## src/rtl/spoly_gen.sv

```systemverilog
// rtl/spoly_gen.sv - ternary short-polynomial generator: signed fill, then Fisher-Yates shuffle in external RAM.
// Optional post-shuffle weight check is compiled in with `define SPOLY_WEIGHT_CHECK_EN.
module spoly_gen #(
  parameter int P      = 757,
  parameter int W      = 286,
  parameter int ADDR_W = 11,
  parameter int RAND_W = 32
) (
  input  logic              clk,
  input  logic              rst_n,
  input  logic              start,
  input  logic [RAND_W-1:0] rand_i,
  input  logic              rand_valid,
  output logic              rand_ready,
  output logic [ADDR_W-1:0] mem_addr,
  output logic [1:0]        mem_wdata,
  output logic              mem_we,
  input  logic [1:0]        mem_rdata,
  output logic              busy,
  output logic              done,
  output logic              err
);

`ifdef SPOLY_WEIGHT_CHECK_EN
  typedef enum logic [3:0] {
    S_IDLE, S_FILL, S_DRAW, S_RD_I, S_RD_J, S_WR_I, S_WR_J, S_CHECK, S_DONE
  } state_t;
`else
  typedef enum logic [3:0] {
    S_IDLE, S_FILL, S_DRAW, S_RD_I, S_RD_J, S_WR_I, S_WR_J, S_DONE
  } state_t;
`endif

  localparam logic [ADDR_W-1:0] LAST   = ADDR_W'(P - 1);
  localparam logic [ADDR_W:0]   WEIGHT = (ADDR_W + 1)'(W);

  state_t            state_q, state_d;
  logic [ADDR_W-1:0] k_q, k_d;
  logic [ADDR_W-1:0] i_q, i_d;
  logic [ADDR_W-1:0] j_q, j_d;
  logic [1:0]        vi_q, vi_d;
  logic [ADDR_W-1:0] draw_r;
  logic              fill_adv;
  logic              unused_rand;

`ifdef SPOLY_WEIGHT_CHECK_EN
  localparam logic [ADDR_W:0] CHK_END = (ADDR_W + 1)'(P);
  logic [ADDR_W:0] chk_q, chk_d;
  logic [ADDR_W:0] cnt_q, cnt_d;
  logic [ADDR_W:0] cnt_nxt;
  logic            err_q, err_d;
`endif

  // Smallest all-ones value covering i: bit b is set when i has any bit at or above b.
  function automatic logic [ADDR_W-1:0] bit_mask(input logic [ADDR_W-1:0] v);
    logic [ADDR_W-1:0] m;
    m = '0;
    for (int b = 0; b < ADDR_W; b++) begin
      m[b] = |(v >> b);
    end
    return m;
  endfunction

  assign unused_rand = ^rand_i;

  always_comb begin
    draw_r = rand_i[ADDR_W-1:0] & bit_mask(i_q);
  end

  always_ff @(posedge clk or negedge rst_n) begin
    if (!rst_n) begin
      state_q <= S_IDLE;
      k_q     <= '0;
      i_q     <= '0;
      j_q     <= '0;
      vi_q    <= '0;
`ifdef SPOLY_WEIGHT_CHECK_EN
      chk_q   <= '0;
      cnt_q   <= '0;
      err_q   <= 1'b0;
`endif
    end else begin
      state_q <= state_d;
      k_q     <= k_d;
      i_q     <= i_d;
      j_q     <= j_d;
      vi_q    <= vi_d;
`ifdef SPOLY_WEIGHT_CHECK_EN
      chk_q   <= chk_d;
      cnt_q   <= cnt_d;
      err_q   <= err_d;
`endif
    end
  end

  always_comb begin
    state_d    = state_q;
    k_d        = k_q;
    i_d        = i_q;
    j_d        = j_q;
    vi_d       = vi_q;
    fill_adv   = 1'b0;
    rand_ready = 1'b0;
    mem_addr   = '0;
    mem_wdata  = 2'b00;
    mem_we     = 1'b0;
    busy       = 1'b1;
    done       = 1'b0;
`ifdef SPOLY_WEIGHT_CHECK_EN
    chk_d      = chk_q;
    cnt_d      = cnt_q;
    cnt_nxt    = cnt_q;
    err_d      = err_q;
`endif

    case (state_q)
      S_IDLE: begin
        busy = 1'b0;
        if (start) begin
          state_d = S_FILL;
          k_d     = '0;
`ifdef SPOLY_WEIGHT_CHECK_EN
          err_d   = 1'b0;
`endif
        end
      end

      S_FILL: begin
        mem_addr = k_q;
        if ({1'b0, k_q} < WEIGHT) begin
          // Signed ones take their sign from bit 0 of the random word.
          rand_ready = 1'b1;
          if (rand_valid) begin
            mem_we    = 1'b1;
            mem_wdata = rand_i[0] ? 2'b11 : 2'b01;
            fill_adv  = 1'b1;
          end
        end else begin
          mem_we   = 1'b1;
          fill_adv = 1'b1;
        end
        if (fill_adv) begin
          if (k_q == LAST) begin
            state_d = S_DRAW;
            i_d     = LAST;
          end else begin
            k_d = k_q + ADDR_W'(1);
          end
        end
      end

      S_DRAW: begin
        // Masked draws above i are rejected so j stays uniform over 0..i.
        rand_ready = 1'b1;
        if (rand_valid && (draw_r <= i_q)) begin
          j_d     = draw_r;
          state_d = S_RD_I;
        end
      end

      S_RD_I: begin
        mem_addr = i_q;
        state_d  = S_RD_J;
      end

      S_RD_J: begin
        mem_addr = j_q;
        vi_d     = mem_rdata;
        state_d  = S_WR_I;
      end

      S_WR_I: begin
        mem_addr  = i_q;
        mem_we    = 1'b1;
        mem_wdata = mem_rdata;
        state_d   = S_WR_J;
      end

      S_WR_J: begin
        mem_addr  = j_q;
        mem_we    = 1'b1;
        mem_wdata = vi_q;
        if (i_q > ADDR_W'(1)) begin
          i_d     = i_q - ADDR_W'(1);
          state_d = S_DRAW;
        end else begin
`ifdef SPOLY_WEIGHT_CHECK_EN
          chk_d   = '0;
          cnt_d   = '0;
          state_d = S_CHECK;
`else
          state_d = S_DONE;
`endif
        end
      end

`ifdef SPOLY_WEIGHT_CHECK_EN
      S_CHECK: begin
        // Data read at chk-1 arrives now, so the sweep runs one cycle past the last address.
        mem_addr = (chk_q == CHK_END) ? '0 : chk_q[ADDR_W-1:0];
        if ((chk_q != '0) && (mem_rdata != 2'b00)) begin
          cnt_nxt = cnt_q + (ADDR_W + 1)'(1);
        end
        cnt_d = cnt_nxt;
        if (chk_q == CHK_END) begin
          err_d   = (cnt_nxt != WEIGHT);
          state_d = S_DONE;
        end else begin
          chk_d = chk_q + (ADDR_W + 1)'(1);
        end
      end
`endif

      S_DONE: begin
        busy    = 1'b0;
        done    = 1'b1;
        state_d = S_IDLE;
      end

      default: begin
        busy    = 1'b0;
        state_d = S_IDLE;
      end
    endcase
  end

`ifdef SPOLY_WEIGHT_CHECK_EN
  assign err = err_q;
`else
  assign err = 1'b0;
`endif

endmodule

```

## config.mk

```make
export PLATFORM = sky130hd
export DESIGN_NAME = spoly_gen
export DESIGN_NICKNAME = d
export VERILOG_FILES = /design/src/rtl/spoly_gen.sv
export SDC_FILE = /design/constraint.sdc
export NUM_CORES = 1
export LEC_CHECK = 0
export CORE_ASPECT_RATIO = 1.5
export CORE_UTILIZATION = 47
export DETAILED_ROUTE_END_ITERATION = 7
export GPL_TIMING_DRIVEN = 0
export PLACE_DENSITY = 0.74
export SYNTH_ARGS = -nofsm -noshare
export SYNTH_HDL_FRONTEND = slang
export SYNTH_SLANG_ARGS = --single-unit
```

## constraint.sdc

```tcl
create_clock -name clk -period 3.3 [get_ports clk]
set_clock_uncertainty 0.1 [all_clocks]
set_input_delay 0.66 -clock clk [delete_from_list [all_inputs] [get_ports clk]]
set_output_delay 0.66 -clock clk [all_outputs]
set_load 0.01 [all_outputs]
```

After elaboration in Yosys (flattened, before gate mapping)
Index checks and enable logic that the tools add are counted.
{"block": "totals", "reg_bits": 39, "input_bits": 38, "out_inout_bits": 18, "wordCells": 74}
{"block": "classes", "n_addsub": 2, "magnitude_cmp": 3, "eq_ne": 14, "muxes": 27, "bitwise": 1, "n_reduce_logical": 22}
{"operator": "two-way mux 11 bit", "count": 6}
{"operator": "case mux 11 bit (2 select lines)", "count": 2}
{"operator": "case mux 11 bit (3 select lines)", "count": 1}
{"operator": "case mux 4 bit (7 select lines)", "count": 1}
{"operator": "== test 4 x 3 -> 1 bit, second input constant", "count": 4}
{"operator": "two-way mux 4 bit", "count": 4}
{"operator": "!= test 2 bit, second input constant", "count": 6}
{"operator": "AND reduction 4 bit", "count": 3}
{"operator": "OR reduction 6 bit", "count": 2}
{"operator": "adder 11 x 1 -> 11 bit, second input constant", "count": 1}
{"operator": "AND 11 bit", "count": 1}
{"operator": "== test 11 x 10 -> 1 bit, second input constant", "count": 1}
{"operator": "> comparator 11 x 1 -> 1 bit, second input constant", "count": 1}
{"operator": "<= comparator 11 bit", "count": 1}
{"operator": "< comparator 11 x 9 -> 1 bit, second input constant", "count": 1}
{"operator": "OR reduction 11 bit", "count": 1}
{"operator": "subtractor 11 x 1 -> 11 bit, second input constant", "count": 1}
{"operator": "OR reduction 10 bit", "count": 1}
{"operator": "OR reduction 9 bit", "count": 1}
{"operator": "== test 4 x 2 -> 1 bit, second input constant", "count": 2}
{"operator": "OR reduction 2 bit", "count": 4}
{"operator": "OR reduction 8 bit", "count": 1}
{"operator": "OR reduction 7 bit", "count": 1}
{"operator": "two-way mux 1 bit", "count": 6}
{"operator": "12 further kinds", "count": 16}

Logic depth before layout (Yosys ltp)
Gate-level depths: netlist (run 1).
{"block": "depth", "depth_word": 6, "mapped_depth": 13, "depth_no_buf": 11}

Worst setup path before layout (run 1)
Ideal clock, no wire load.
{"block": "synth_timing", "path_kind": "register -> register", "start": "register i_q[3]", "end": "register j_q[2]", "setup_ns": 0.125, "arrival_time_ns": 3.243, "required_ns": 3.075, "setup_slack_ns": -0.168, "stages_incl_launch_ff": 14, "path_buffers": 3, "period_less_slack_ns": 3.468, "path_cell_list": "dfrtp_1 -> buf_6 -> or4_4 -> buf_6 -> or3_4 -> o21a_1 -> ha_1 -> nor2b_1 -> o21a_1 -> o21a_1 -> o31ai_1 -> nand3_1 -> clkbuf_1 -> mux2_2"}
{"block": "synth_via", "elab_chain_len": 5, "word_cells_on_any_way": 8, "classes_between": "order compare (1); bitwise (1); reduce/logical (6)"}
{"element": "start, declared", "line_no": "39", "text": "logic [ADDR_W-1:0] i_q, i_d;"}
{"element": "start signal, assigned", "line_no": "85", "text": "i_q <= i_d;"}
{"element": "OR reduction 10 bit", "line_no": "59", "text": "m[b] = |(v >> b);"}
{"element": "AND 11 bit", "line_no": "67", "text": "draw_r = rand_i[ADDR_W-1:0] & bit_mask(i_q);"}
{"element": "net draw_r[1]", "line_no": "42", "text": "logic [ADDR_W-1:0] draw_r;"}
{"element": "<= comparator 11 bit", "line_no": "155", "text": "if (rand_valid && (draw_r <= i_q)) begin"}
{"element": "logical AND 1 bit", "line_no": "155"}
{"element": "AND reduction 2 bit (no source line)"}
{"element": "end signal, assigned", "line_no": "86", "text": "j_q <= j_d;"}
{"element": "end, declared", "line_no": "40", "text": "logic [ADDR_W-1:0] j_q, j_d;"}
The timed path passes the listed nets, and every way through them passes these cells.
A chain may end at the register's enable or synchronous reset.

Final worst setup path (run 1)
{"block": "layout_timing", "start": "register i_q[2]", "end": "register j_q[2]"}
Same word-level chain as after synthesis.

==> metrics.md, run 1 <==
| Metric | Value |
|---|---|
| Setup slack, reg-to-reg | `-110 ps` |
| Syn-to-layout area delta | `27.1%` |
| FMAX | `0.293 GHz` |
| Tightest hold margin | `376 ps` |
| Wire per inst | `17.0 um` |
| VDD IR-drop max | `293 uV` |
| Final hold violations | `0` |
| CTS clock-pin slew for the worst setup and hold paths | `80 ps` |
| Critical path buffers and inverters | `1` |
| Vias per std cell | `5.81` |
| DRT iter0 DRCs | `199` |
| Clk sink count | `38` |
| Crit path largest cell delay | `550 ps` |
| Detail Placement HPWL | `5240 um` |
| Sw frac | `0.306` |
| Layout Utilization | `0.621` |
| Routed WL | `7360 um` |
| DRC | `0` |
| Row count | `33` |
| Wire length of the first global-routing pass | `11800 um` |
| Largest net degree at the start of global routing | `39` |
| HP Class | `in2async` |
| Cell chain of the critical path | `or4_4, or3_4, o21a_4, ha_4, nor2b_4, o21a_1, o21a_1, o31ai_4, nand3_2, buf_8, mux2_4` |
| Crit start category | `flip-flop` |
| Max Buffers Root-to-Sink | `2` |
| 1st-pass router iterations | `4` |
| Crit path required time | `3380 ps` |
| Yosys top cell area share | `0.357` |
| Relative slew slack | `0.396` |
| ANT cells | `0` |
| Crit end category | `flip-flop` |
| Synth area leaders | `dfrtp_1 36%, ha_1 6.6%, o21ai_0 6.0%, nand2_1 5.2%, mux2_2 5.1%` |
| Part of the power in combinational logic | `0.237` |
| Failing checks | `setup timing` |
| Flop pwr share | `0.451` |
| Tot Pwr | `1270 uW` |
| Type of the worst setup path | `reg2reg` |
| Max-cap viol count | `0` |
| Placed Cells | `414` |
| Share of cells above drive strength 1 | `0.182` |
| Cts hold-fix bufs | `0` |
| Antenna violations before repair | `0` |
| Max H-tree Level | `2` |
| P_int | `882 uW` |
| RD Place Congestion | `0.948` |
| I/O Pins | `56` |
| Worst Max-Slew Pin Slew | `906 ps` |
| Worst setup margin | `-111 ps` |
| Crit-path leading delay family | `simple AND/OR/NAND/NOR gates` |
| Async SR Flop Fraction | `1.00` |
| Clk root buf | `clkbuf_8` |
| Non-filler cells in the finished layout | `432` |
| Vias | `2508` |
| Tcrit/Tclk final | `1.03` |
| Area of the core | `5450 um2` |
| Antenna Nets Post-Route | `0` |
| Synth warn | `0` |
| Initial Util | `0.489` |
| Cell Pwr Density | `375 nW/um2` |
| Prevailing post-synth register cell | `dfrtp_1` |
| Slowest CP cell | `or4_4` |
| DIE HEIGHT | `94.2 um` |
| Vias in the first global route | `2377` |
| Synth Register Bits | `38` |
| Fillers | `503` |
| Synth area leader | `dfrtp_1` |
| TritonCTS buffer count | `5` |
| Sequential share of the synthesized area | `0.357` |
| Final setup violation count | `9` |
| Fin crit period | `3410 ps` |
| CP most frequent cell | `o21a_1` |
| Worst-Skew Late Latency | `290 ps` |
| RSZ-0062 raised after global routing | `yes` |
| Total die area | `5980 um2` |
| Library cells used by synthesis | `51` |
| Static leakage | `0.00156 uW` |
| Grt ovf | `0` |
| EDFF count, synth | `0` |
| Post-Syn Area | `2660 um2` |
| Tot GR Track Use | `0.261` |
| Critical path arrival | `3500 ps` |
| CTS tree | `built` |
| Setup_tns | `-677 ps` |
| Post-Synthesis Cells | `311` |
| I/O Buffers | `33` |
| Synthesized area per cell | `8.57 um2` |
| Clk pwr share | `0.312` |
| Slew Viols, Final | `0` |
| Switch Pwr | `389 uW` |
| Max Fanout on Critical Path | `5` |
| Outcome | `finished with violations` |
| Syn Nets | `363` |
| Die W | `63.5 um` |
| Final net count | `413` |
[layer usage]
layer,wire [um],track usage
met1,2920,0.297
met2,3920,0.473
met3,292,0.0364
met4,224,0.117
met5,0,0
[worst register-to-register path, delay by kind of cell, from the launching register on]
kind                     cells  cell delay [ps]
AND/OR/NAND/NOR              4             1220
AO/OA/AOI/OAI                4              860
flip-flops                   1              410
multiplexers                 1              300
adder cells (fa/ha/maj)      1              220
buffers and inverters        1              190
[cell usage in the layout, fill, tap and decap left out, types with 3 or more instances in the layout]
cell | Yosys | layout
nand2_1 | 37 | 37
dfrtp_1 | 38 | 32
clkdlybuf4s50_1 | 0 | 32
o21ai_0 | 32 | 31
nor2_1 | 22 | 20
inv_1 | 19 | 19
a21oi_1 | 14 | 14
nor3_1 | 14 | 13
ha_1 | 14 | 13
mux2_2 | 12 | 11
buf_4 | 1 | 11
nand3_1 | 10 | 9
a22oi_1 | 7 | 7
mux2i_1 | 7 | 7
xnor2_1 | 6 | 6
dfrtp_2 | 0 | 6
clkbuf_1 | 7 | 5
o21a_1 | 6 | 5
clkbuf_8 | 0 | 5
nand4_1 | 4 | 4
or2_2 | 4 | 4
a31oi_1 | 4 | 4
clkbuf_2 | 0 | 3
nor2b_1 | 5 | 3
and2_1 | 3 | 3
o21ai_1 | 2 | 3
[metrics by stage]
step	area, um2	worst slack [ps]
final	3390	-111
after floorplan	2680	-36.4
after global placement	3100	-268
after detailed placement	3090	-291
after global routing	3390	-175
after CTS	3270	-157
[state kept, by name (all words and copies together) (netlist names)]
| name | cells |
|---|---|
| i_q | 11 |
| j_q | 11 |
| k_q | 11 |
| state_q | 3 |
| vi_q | 2 |
[path summary, 6_finish.rpt]
check | from | endpoint | depth (start not counted)
worst max-delay path | i_q[2]$_DFFE_PN0P_ | j_q[2]$_DFFE_PN0P_ | 11
worst min-delay path | rst_n | j_q[5]$_DFFE_PN0P_ | 1
worst max register to register | i_q[2]$_DFFE_PN0P_ | j_q[2]$_DFFE_PN0P_ | 11
worst min register to register | j_q[4]$_DFFE_PN0P_ | j_q[4]$_DFFE_PN0P_ | 1
max in group asynchronous | rst_n | i_q[9]$_DFFE_PN0P_ | 1
min in group clk | j_q[4]$_DFFE_PN0P_ | j_q[4]$_DFFE_PN0P_ | 1
[synthesized netlist by cell type, types with 2 or more instances]
cell type  count
a21boi_0       4
dfrtp_1       38
a31oi_1        4
nor2_1        22
o21ai_1        2
nor3_1        14
inv_1         19
or2_2          4
clkbuf_1       7
mux2i_1        7
nand2_1       37
and3_1         2
buf_6          2
nand2b_1       2
nand4_1        4
or4_1          2
nor2b_1        5
or3_1          3
a22o_1         2
and2_1         3
buf_1          2
a21o_1         2
nand3_1       10
a21oi_1       14
o21a_1         6
o21ai_0       32
a22oi_1        7
nor3b_1        2
nor4_1         2
xnor2_1        6
ha_1          14
mux2_2        12
[area by class of cell]
class	count	area [um2]	share of cell area
timing repair buffer	45	427	0.126
clock buffer	7	76.3	0.0225
multi-input combinational	242	1680	0.496
tap	70	87.6	0.0259
sequential	38	958	0.283
clock inverter	1	30.0	0.00887
buffer	10	57.6	0.0170
inverter	19	71.3	0.0211
[logic make-up (layout without fill, tap and decap cells)]
logic type                 after synthesis  count (layout)  share of synthesized area
xor gates and xnor gates                 7               7                     0.0230
AOI/OAI and AO/OA                       83              83                      0.201
muxes                                   19              19                     0.0770
adders and majority gates               14              14                     0.0658
buffers and inverters                   31              82                     0.0507
and+or+nand+nor                        118             118                      0.224
DFF                                     38              38                      0.357
other                                    1               1                    0.00141
[power by group through the flow]
stage / sequential (uW) / clock, uW / combinational (uW)
floorplan: 553 / 0 / 165
global placement: 577 / 0 / 296
detailed placement: 579 / 0 / 298
CTS: 570 / 398 / 299
global route: 579 / 425 / 337
finish: 573 / 397 / 302
[timing repair]
action | 4_1_cts | 5_1_grt
setup endpoints to repair | 17 | 24
hold endpoints to repair | 0 | 0
cloned | 1 | 0
setup buffers | 6 | 5
resized for setup | 12 | 24
pin swaps | 7 | 8
Power figures use the tool's default switching activity.
==> run 2, diff against run 1 <==
CORE_UTILIZATION = 56   (was 47)
PLACE_DENSITY = 0.84   (was 0.74)
RECOVER_POWER = 100   (was unset)
clock period = 4.22 ns   (was 3.3 ns; I/O delays follow)
==> run 2 against run 1 <==
Largest power group unchanged; combinational power fell by 26%; worst hold slack better by 43 ps; critical path type is now in2out; the run ends with capacitance limit, slew limit left; worst setup slack better by 300 ps.
==> metrics.md, run 2 (same netlist as run 1, synthesis figures left out) <==
| Metric | Value |
|---|---|
| CTS resizes | `0 (was 12)` |
| Commonest cells after routing, fill and taps aside | `38 x dfrtp_1, 37 x nand2_1, 34 x o21ai_0 (was 37 x nand2_1, 32 x dfrtp_1, 32 x clkdlybuf4s50_1)` |
| Tcrit/Tclk final | `0.956` |
| Static leakage | `0.00147 uW (was 0.00156 uW)` |
| Grt ovf | `0 (unchanged)` |
| Crit-path leading delay family | `buffers and inverters (was simple AND/OR/NAND/NOR gates)` |
| Setup_tns | `0 ps (was -677 ps)` |
| TritonCTS buffer count | `5 (unchanged)` |
| Routed WL | `6860 um (was 7360 um)` |
| Slew Viols, Final | `47 (was 0)` |
| Die W | `58.3 um (was 63.5 um)` |
| Vias per std cell | `6.10 (was 5.81)` |
| Crit path required time | `3280 ps (was 3380 ps)` |
| ANT cells | `0 (unchanged)` |
| Total die area | `5040 um2 (was 5980 um2)` |
| RSZ-0062 raised after global routing | `no (was yes)` |
| Cell Pwr Density | `298 nW/um2 (was 375 nW/um2)` |
| Fillers | `374 (was 503)` |
| Max Buffers Root-to-Sink | `2 (unchanged)` |
| Detail Placement HPWL | `5140 um (was 5240 um)` |
| Antenna Nets Post-Route | `0 (unchanged)` |
| I/O Buffers | `33 (unchanged)` |
| FMAX | `0.248 GHz` |
| DIE HEIGHT | `86.5 um (was 94.2 um)` |
| Leading cell type in the layout, fill and taps excluded | `dfrtp_1 (was nand2_1)` |
| VDD IR-drop max | `286 uV (was 293 uV)` |
| DRC | `0 (unchanged)` |
| Wire per inst | `16.5 um (was 17.0 um)` |
| Share of cells above drive strength 1 | `0.0881 (was 0.182)` |
| Clk root buf | `clkbuf_8 (unchanged)` |
| Placed Cells | `408 (was 414)` |
| I/O Pins | `56 (unchanged)` |
| Worst Max-Slew Pin Slew | `2080 ps (was 906 ps)` |
| Biggest regs | `i_q (11), j_q (11), k_q (11) (unchanged)` |
| Clk pwr share | `0.285 (was 0.312)` |
| Crit start category | `input port (was flip-flop)` |
| Crit end category | `output port (was flip-flop)` |
| Largest net degree at the start of global routing | `39 (unchanged)` |
| Final setup violation count | `0 (was 9)` |
| Outcome | `finished with violations (unchanged)` |
| HP Class | `reg2reg (was in2async)` |
| RD Place Congestion | `0.949 (was 0.948)` |
| FF/Latch Area | `951 um2 (was 958 um2)` |
| Critical path arrival | `3090 ps (was 3500 ps)` |
| Critical path buffers and inverters | `2 (was 1)` |
| Non-filler cells in the finished layout | `416 (was 432)` |
| Sw frac | `0.325 (was 0.306)` |
| Cell chain of the critical path | `dlygate4sd3_1, nor3_1, a211o_1, o21ai_0, clkdlybuf4s50_1 (was or4_4, or3_4, o21a_4, ha_4, nor2b_4, o21a_1, o21a_1, o31ai_4, nand3_2, buf_8, mux2_4)` |
| Flop pwr share | `0.478 (was 0.451)` |
| Relative slew slack | `-0.425 (was 0.396)` |
| Antenna violations before repair | `0 (unchanged)` |
| Max Fanout on Critical Path | `8 (was 5)` |
| Row count | `30 (was 33)` |
| Crit path largest cell delay | `830 ps (was 550 ps)` |
| Multi-input gate area | `1560 um2 (was 1680 um2)` |
| Wire length of the first global-routing pass | `11200 um (was 11800 um)` |
| Slowest CP cell | `nor3_1 (was or4_4)` |
| Final net count | `403 (was 413)` |
| CTS tree | `built (unchanged)` |
| Max-cap viol count | `2 (was 0)` |
| Clk sink count | `38 (unchanged)` |
| Syn-to-layout area delta | `18.0% (was 27.1%)` |
| CTS clock-pin slew for the worst setup and hold paths | `80 ps (about the same)` |
| Initial Util | `0.587 (was 0.489)` |
| Area of the core | `4540 um2 (was 5450 um2)` |
| Final hold violations | `0 (unchanged)` |
| Part of the power in combinational logic | `0.237 (about the same)` |
| Tot GR Track Use | `0.296 (was 0.261)` |
| Max H-tree Level | `2 (unchanged)` |
| Worst-Skew Late Latency | `300 ps (was 290 ps)` |
| P_int | `632 uW (was 882 uW)` |
| Post-CTS setup buffers | `0 (was 6)` |
| Fin crit period | `4040 ps` |
| Failing checks | `capacitance limit, slew limit (was setup timing)` |
| DRT iter0 DRCs | `143 (was 199)` |
| Switch Pwr | `304 uW (was 389 uW)` |
| Type of the worst setup path | `in2out (was reg2reg)` |
| Vias | `2536 (was 2508)` |
| Vias in the first global route | `2461 (was 2377)` |
| Cts hold-fix bufs | `0 (unchanged)` |
| 1st-pass router iterations | `4 (unchanged)` |
-- run 2: changes by cell type in the layout (fill, tap and decap cells not counted), sizes merged --
cell           before  now
clkbuf             13   15
clkinvlp            0    1
dlygate4sd3         0   17
clkdlybuf4s50      32   15
bufinv              1    0
buf                17    4
clkinv              0    1
-- run 2: area by class of cell --
cell class,count,share of cell area
Inverter,19,0.0227
Timing Repair Buffer,33,0.103
Clock inverter,2,0.00398
Tap cell,64,0.0255
Buffer,12,0.0203
Multi-Input combinational cell,242,0.496
Sequential cell,38,0.303
Clock buffer,6,0.0263
-- run 2: path summary, 6_finish.rpt --
path / from / to / slack (ps) / depth (start not counted)
setup reg to reg: k_q[0]$_DFFE_PN0P_ / k_q[0]$_DFFE_PN0P_ / 240 / 7
min in group asynchronous: rst_n / k_q[9]$_DFFE_PN0P_ / 1040 / 1
setup / recovery: rand_valid / mem_we / 180 / 5
hold / removal: j_q[9]$_DFFE_PN0P_ / j_q[9]$_DFFE_PN0P_ / 420 / 1
hold reg to reg: j_q[9]$_DFFE_PN0P_ / j_q[9]$_DFFE_PN0P_ / 420 / 1
max in group asynchronous: rst_n / k_q[2]$_DFFE_PN0P_ / 1790 / 1
-- run 2: power groups by stage --
stage	Combinational [uW]	Clock, uW	Sequential, uW
6_report	222	267	447
3_5_place_dp	235	0	451
5_1_grt	240	284	451
4_1_cts	237	268	444
3_3_place_gp	228	0	450
2_1_floorplan	129	0	433
-- run 2: metal layers --
layer  global-route usage  wire [um]
met5                    0          0
met1                0.336       2750
met4                0.180        240
met2                0.512       3550
met3               0.0448        322
-- run 2: metrics by stage --
| stage | setup WS (ps) | hold slack [ps] | utilization | total power (uW) | cell area, um2 |
|---|---|---|---|---|---|
| floorplan | 752 | 379 | - | 562 | 2660 |
| global placement | 334 | 389 | 0.677 | 678 | 3070 |
| detailed placement | 308 | 394 | 0.676 | 686 | 3070 |
| CTS | 272 | 420 | 0.697 | 949 | 3160 |
| global route | 29.0 | 443 | 0.692 | 975 | 3140 |
| finish | 185 | 420 | 0.692 | 936 | 3140 |
